--- src/rtl/proximity_pkg.sv ---
// Shared definitions for the proximity scan controller: FSM encoding,
// default timing parameters and a counter-width helper.
package proximity_pkg;

    typedef enum logic [2:0] {
        ST_IDLE        = 3'd0,
        ST_WAIT_PERIOD = 3'd1,
        ST_SETTLE      = 3'd2,
        ST_SAMPLE      = 3'd3,
        ST_DECIDE      = 3'd4,
        ST_REPORT      = 3'd5
    } state_t;

    localparam int DEF_SETTLE_CYC = 16;
    localparam int DEF_SAMPLES    = 8;
    localparam int DEF_PERIOD_CYC = 12000;

    // Width of a counter that runs 0..n-1, never narrower than one bit.
    function automatic int cnt_width(input int n);
        return (n > 1) ? $clog2(n) : 1;
    endfunction

endpackage

--- src/rtl/sync2.sv ---
// Two-flop synchronizer for one asynchronous input bit; clears to 0 on reset.
module sync2 (
    input  logic i_clk,
    input  logic i_rst,
    input  logic i_d,
    output logic o_q
);

    logic r_meta;
    logic r_q;

    always_ff @(posedge i_clk) begin
        if (i_rst) begin
            r_meta <= 1'b0;
            r_q    <= 1'b0;
        end else begin
            r_meta <= i_d;
            r_q    <= r_meta;
        end
    end

    assign o_q = r_q;

endmodule

--- src/rtl/proximity_scan_ctrl.sv ---
// Round-robin proximity sensor scanner: enables one sensor at a time, majority-votes
// its samples and reports debounced state changes over a valid/ready event port.
module proximity_scan_ctrl
    import proximity_pkg::*;
#(
    parameter int NUM_CH     = 4,
    parameter int SETTLE_CYC = DEF_SETTLE_CYC,
    parameter int SAMPLES    = DEF_SAMPLES,
    parameter int PERIOD_CYC = DEF_PERIOD_CYC
) (
    input  logic                      clk,
    input  logic                      rst,
    input  logic                      start,
    input  logic [NUM_CH-1:0]         pin,
    output logic [NUM_CH-1:0]         sensor_en,
    output logic                      evt_valid,
    input  logic                      evt_ready,
    output logic [$clog2(NUM_CH)-1:0] evt_ch,
    output logic                      evt_present,
    output logic [NUM_CH-1:0]         present,
    output logic                      busy,
    output state_t                    o_dbg_state,
    output logic [$clog2(NUM_CH)-1:0] o_dbg_ch
);

    localparam int CH_W   = $clog2(NUM_CH);
    localparam int SET_W  = cnt_width(SETTLE_CYC);
    localparam int SMP_W  = $clog2(SAMPLES);
    localparam int ONES_W = $clog2(SAMPLES) + 1;
    localparam int PER_W  = cnt_width(PERIOD_CYC);

    localparam logic [CH_W-1:0]   LAST_CH  = CH_W'(NUM_CH - 1);
    localparam logic [SET_W-1:0]  SET_LAST = SET_W'(SETTLE_CYC - 1);
    localparam logic [SMP_W-1:0]  SMP_LAST = SMP_W'(SAMPLES - 1);
    localparam logic [PER_W-1:0]  PER_LAST = PER_W'(PERIOD_CYC - 1);
    localparam logic [ONES_W-1:0] HALF     = ONES_W'(SAMPLES / 2);

    state_t              r_state;
    state_t              w_next;
    logic [CH_W-1:0]     r_ch;
    logic [SET_W-1:0]    r_set_cnt;
    logic [SMP_W-1:0]    r_smp_cnt;
    logic [ONES_W-1:0]   r_ones;
    logic [PER_W-1:0]    r_per_cnt;
    logic [NUM_CH-1:0]   r_present;
    logic [CH_W-1:0]     r_evt_ch;
    logic                r_evt_present;

    logic [NUM_CH-1:0]   w_pin_sync;
    logic                w_sample;
    logic                w_new;
    logic                w_change;
    logic                w_last_ch;
    logic                w_advance;

    for (genvar g = 0; g < NUM_CH; g++) begin : g_sync
        sync2 u_sync (
            .i_clk (clk),
            .i_rst (rst),
            .i_d   (pin[g]),
            .o_q   (w_pin_sync[g])
        );
    end

    assign w_sample  = w_pin_sync[r_ch];
    assign w_last_ch = (r_ch == LAST_CH);

    // Majority vote; an exact tie keeps the channel's previous state.
    always_comb begin
        w_new = r_present[r_ch];
        if (r_ones > HALF) begin
            w_new = 1'b1;
        end else if (r_ones < HALF) begin
            w_new = 1'b0;
        end
    end

    assign w_change  = (w_new != r_present[r_ch]);
    assign w_advance = ((r_state == ST_DECIDE) && !w_change) ||
                       ((r_state == ST_REPORT) && evt_ready);

    always_ff @(posedge clk) begin
        if (rst) begin
            r_state <= ST_IDLE;
        end else begin
            r_state <= w_next;
        end
    end

    always_comb begin
        w_next = r_state;
        unique case (r_state)
            ST_IDLE: begin
                if (start) w_next = ST_SETTLE;
            end
            ST_WAIT_PERIOD: begin
                if (!start) begin
                    w_next = ST_IDLE;
                end else if (r_per_cnt == PER_LAST) begin
                    w_next = ST_SETTLE;
                end
            end
            ST_SETTLE: begin
                if (r_set_cnt == SET_LAST) w_next = ST_SAMPLE;
            end
            ST_SAMPLE: begin
                if (r_smp_cnt == SMP_LAST) w_next = ST_DECIDE;
            end
            ST_DECIDE: begin
                if (w_change) begin
                    w_next = ST_REPORT;
                end else begin
                    w_next = w_last_ch ? ST_WAIT_PERIOD : ST_SETTLE;
                end
            end
            ST_REPORT: begin
                if (evt_ready) w_next = w_last_ch ? ST_WAIT_PERIOD : ST_SETTLE;
            end
            default: w_next = ST_IDLE;
        endcase
    end

    // Counters stay at zero outside their own state, so each entry starts from 0.
    always_ff @(posedge clk) begin
        if (rst) begin
            r_ch          <= '0;
            r_set_cnt     <= '0;
            r_smp_cnt     <= '0;
            r_ones        <= '0;
            r_per_cnt     <= '0;
            r_present     <= '0;
            r_evt_ch      <= '0;
            r_evt_present <= 1'b0;
        end else begin
            r_set_cnt <= ((r_state == ST_SETTLE) && (r_set_cnt != SET_LAST)) ?
                         r_set_cnt + SET_W'(1) : '0;
            r_smp_cnt <= ((r_state == ST_SAMPLE) && (r_smp_cnt != SMP_LAST)) ?
                         r_smp_cnt + SMP_W'(1) : '0;
            r_per_cnt <= ((r_state == ST_WAIT_PERIOD) && (r_per_cnt != PER_LAST)) ?
                         r_per_cnt + PER_W'(1) : '0;

            if (r_state == ST_SETTLE) begin
                r_ones <= '0;
            end else if (r_state == ST_SAMPLE) begin
                r_ones <= r_ones + ONES_W'(w_sample);
            end

            if ((r_state == ST_DECIDE) && w_change) begin
                r_present[r_ch] <= w_new;
                r_evt_ch        <= r_ch;
                r_evt_present   <= w_new;
            end

            if (w_advance) begin
                r_ch <= w_last_ch ? '0 : r_ch + CH_W'(1);
            end
        end
    end

    always_comb begin
        sensor_en = '0;
        if ((r_state == ST_SETTLE) || (r_state == ST_SAMPLE)) begin
            sensor_en[r_ch] = 1'b1;
        end
        evt_valid = (r_state == ST_REPORT);
        busy      = (r_state != ST_IDLE);
    end

    assign evt_ch      = r_evt_ch;
    assign evt_present = r_evt_present;
    assign present     = r_present;
    assign o_dbg_state = r_state;
    assign o_dbg_ch    = r_ch;

endmodule

--- config.mk ---
export PLATFORM = sky130hd
export DESIGN_NAME = proximity_scan_ctrl
export DESIGN_NICKNAME = d
export VERILOG_FILES = /design/src/rtl/proximity_pkg.sv /design/src/rtl/sync2.sv /design/src/rtl/proximity_scan_ctrl.sv
export SDC_FILE = /design/constraint.sdc
export NUM_CORES = 1
export LEC_CHECK = 0
export ABC_AREA = 1
export BUFFER_PORTS_ARGS = -buffer_cell sky130_fd_sc_hd__buf_2
export CORE_MARGIN = 2
export CORE_UTILIZATION = 52
export CTS_CLUSTER_DIAMETER = 60
export DETAILED_ROUTE_END_ITERATION = 8
export GPL_ROUTABILITY_DRIVEN = 0
export PLACE_DENSITY = 0.81
export RECOVER_POWER = 100
export SETUP_SLACK_MARGIN = 0.5
export SKIP_CTS_REPAIR_TIMING = 1
export SLEW_MARGIN = 5
export SYNTH_ARGS = -nofsm -noshare
export SYNTH_HDL_FRONTEND = slang
export SYNTH_HIERARCHICAL = 1
export SYNTH_SLANG_ARGS = --single-unit
--- constraint.sdc ---
create_clock -name clk -period 1.82 [get_ports clk]
set_clock_uncertainty 0.1 [all_clocks]
set_input_delay 0.273 -clock clk [delete_from_list [all_inputs] [get_ports clk]]
set_output_delay 0.273 -clock clk [all_outputs]
set_load 0.01 [all_outputs]
==> run metrics <==
H-tree depth=2; nature of the critical path endpoint=register; Setup Total Neg Slack=0 ns; max_cap viols=0; Final Instance Count excl. Fillers=384; total congestion overflow=0; Post-synth top cells=52 x nand2_1, 45 x dfxtp_1, 41 x nor2_1; clk slew on worst S/H paths=0.09 ns; EDFF count, synth=0; Skew-Pair Late Insertion Delay=0.31 ns; Initial DRT Pass Iterations=4; Power Total=0.002362 W; row count=23; total detailed-routing wirelength=5330 um; post-DR wirelength/cell=13.88 um; post-synthesis sequential area ratio=0.4155; final setup vio count=0; DP HPWL=3150 um; critical path startpoint category=register; Rel. slew slack=0.6233; largest net degree at the start of global routing=16; layout cell share with drive strength beyond 1=0.3593; Mapped Avg Cell Area=7.608 um^2; die area=0.004703 mm^2; unrepaired setup endpoints after global routing=true; top-count cell post-synth=nand2_1; DRC viols=0; outcome=finished, final reports clean; largest family of logic cells by synthesized area=simple AND/OR/NAND/NOR gates; WP data arrival=1.87 ns; placed cells=359; compound-gate portion of the synthesized area=0.09521; fmax=576.2 MHz; Min-Delay Path Class=in -> reg; number of synthesized register bits=45; Via Count=2,015; mux cell area share after synthesis=0; Clock Path Buffers=2; Netlist cell types=36; gr usage total=0.1984; PwrDens=844.2 mW/mm^2; Fin. Hold Viols=0; first-pass GRT wire length=6893 um; starting DRC count in detailed routing=162; CTS Buf Count=5; fill count=310; Syn Nets=303; CTS Sinks=45; post-synthesis adder-cell area fraction=0.05770; port bufs=25; crit path kind=reg -> reg; post-DR vias/cell=5.247; final core occ=0.6994; Total Nets Final=351; Post-Synth Simple-Gate Area=0.3358; post-synth top area cell=dfxtp_1; Layout area overhead=29.02%; Cell Area, Synth=0.002168 mm^2; Max Transition Viols Final=0; CP max FO=7; post-route ant nets=0; asr flop ratio synth=0; post-synthesis xor/xnor area fraction=0.008078; top_reg_cell synth=dfxtp_1; actual slew at the worst max-slew pin=0.5650 ns; post-route cell area=0.002798 mm^2; Post-DP Area=0.002395 mm^2; Tmin final=1.736 ns; Initial Util=0.5421; initial antenna violation count=0; CTS tree=done; Final Cycle Share=0.9536; Top Ports=26; vias in the first global route=1,619; ant diodes=0; Die Y=68.58 um; core area=0.004000 mm^2; WP data required=1.95 ns; largest vdd supply drop=0.6107 mV; leak pwr=1.129 nW; Area contributors post-synth=dfxtp_1 42%, nand2_1 9.0%, nor2_1 7.1%; Syn Inst Count=285; Die Span X=68.58 um; Synth top area share=0.4155; warnings from Yosys=6; CTS Root Cell=clkbuf_8
[layout make-up]
type / count / area (um^2) / share of cell area
multi-input combinational: 194 / 1267 / 0.4530
sequential: 45 / 922.1 / 0.3296
timing repair buffer: 44 / 270.3 / 0.09660
inverter: 43 / 185.2 / 0.06619
clock buffer: 5 / 68.82 / 0.02460
tap: 50 / 62.56 / 0.02236
clock inverter: 3 / 21.27 / 0.007603
[path summary, 6_finish.rpt]
path	startpoint	end	slack, ns	cells past startpoint
max	o_dbg_ch[0]	r_ones[3]	0.08	9
min	pin[0]	g_sync[0].u_sync/r_meta	0.06	3
max reg2reg	o_dbg_ch[0]	r_ones[3]	0.08	9
min reg2reg	g_sync[0].u_sync/r_meta	g_sync[0].u_sync/o_q	0.31	2
[cells by family (layout without fill, tap and decap cells)]
kind of cell	after synthesis	in the layout
AO/OA/AOI/OAI	38	38
XOR/XNOR	2	2
adder cells (fa/ha/maj)	10	10
buffers and inverters	46	95
flip-flops	45	45
AND/OR/NAND/NOR	144	144
[state kept, by name, indices dropped and copies added, names as in the netlist]
register and flops:
o_dbg_ch 2, r_set_cnt 4, evt_present 1, r_per_cnt 14
g_sync.u_sync/o_q 4, o_dbg_state 3, r_ones 4, r_smp_cnt 3
evt_ch 2, g_sync.u_sync/r_meta 4, present 4
[per-layer routing]
metal  part of all wire  track usage  up-vias
met3              0.041      0.04870       14
met2               0.48       0.3173       45
met4              0.025      0.08500        0
li1                   -            -     1007
met5                  0            0        -
met1               0.46       0.2538      949
[metrics by stage]
stage               hold slack (ns)  setup WS [ns]
floorplan                    0.2324         0.3491
global placement             0.2885         0.2859
CTS                         0.06047         0.1341
global route                0.06752       -0.01025
finish                      0.06473        0.08444
detailed placement           0.2953         0.2246
[worst max-delay path: stages, from the launching register on]
cell,delay [ns]
dfxtp_4,0.40
inv_8,0.08
nor2_1,0.04
o22ai_1,0.17
ha_2,0.21
nand2_1,0.05
nor2_1,0.10
nand2_1,0.09
or2_1,0.25
a21oi_1,0.17
[report_power, final]
group	leakage (nW)	total [W]	internal (W)	switching [W]
registers	0.371	0.00109	0.00103	0.0000616
clock network	0.0407	0.000631	0.000270	0.000360
logic	0.718	0.000641	0.000259	0.000382
[layout by cell type (no fill, tap or decap), types with 7 or more instances in the layout]
cell	instances
a21oi_1	13
a21oi_2	7
buf_2	14
buf_4	10
clkbuf_1	14
dfxtp_1	36
inv_1	28
inv_2	10
nand2_1	45
nand2_2	12
nand3_1	9
nor2_1	38
Note: power is estimated with default switching activity, not from simulation.
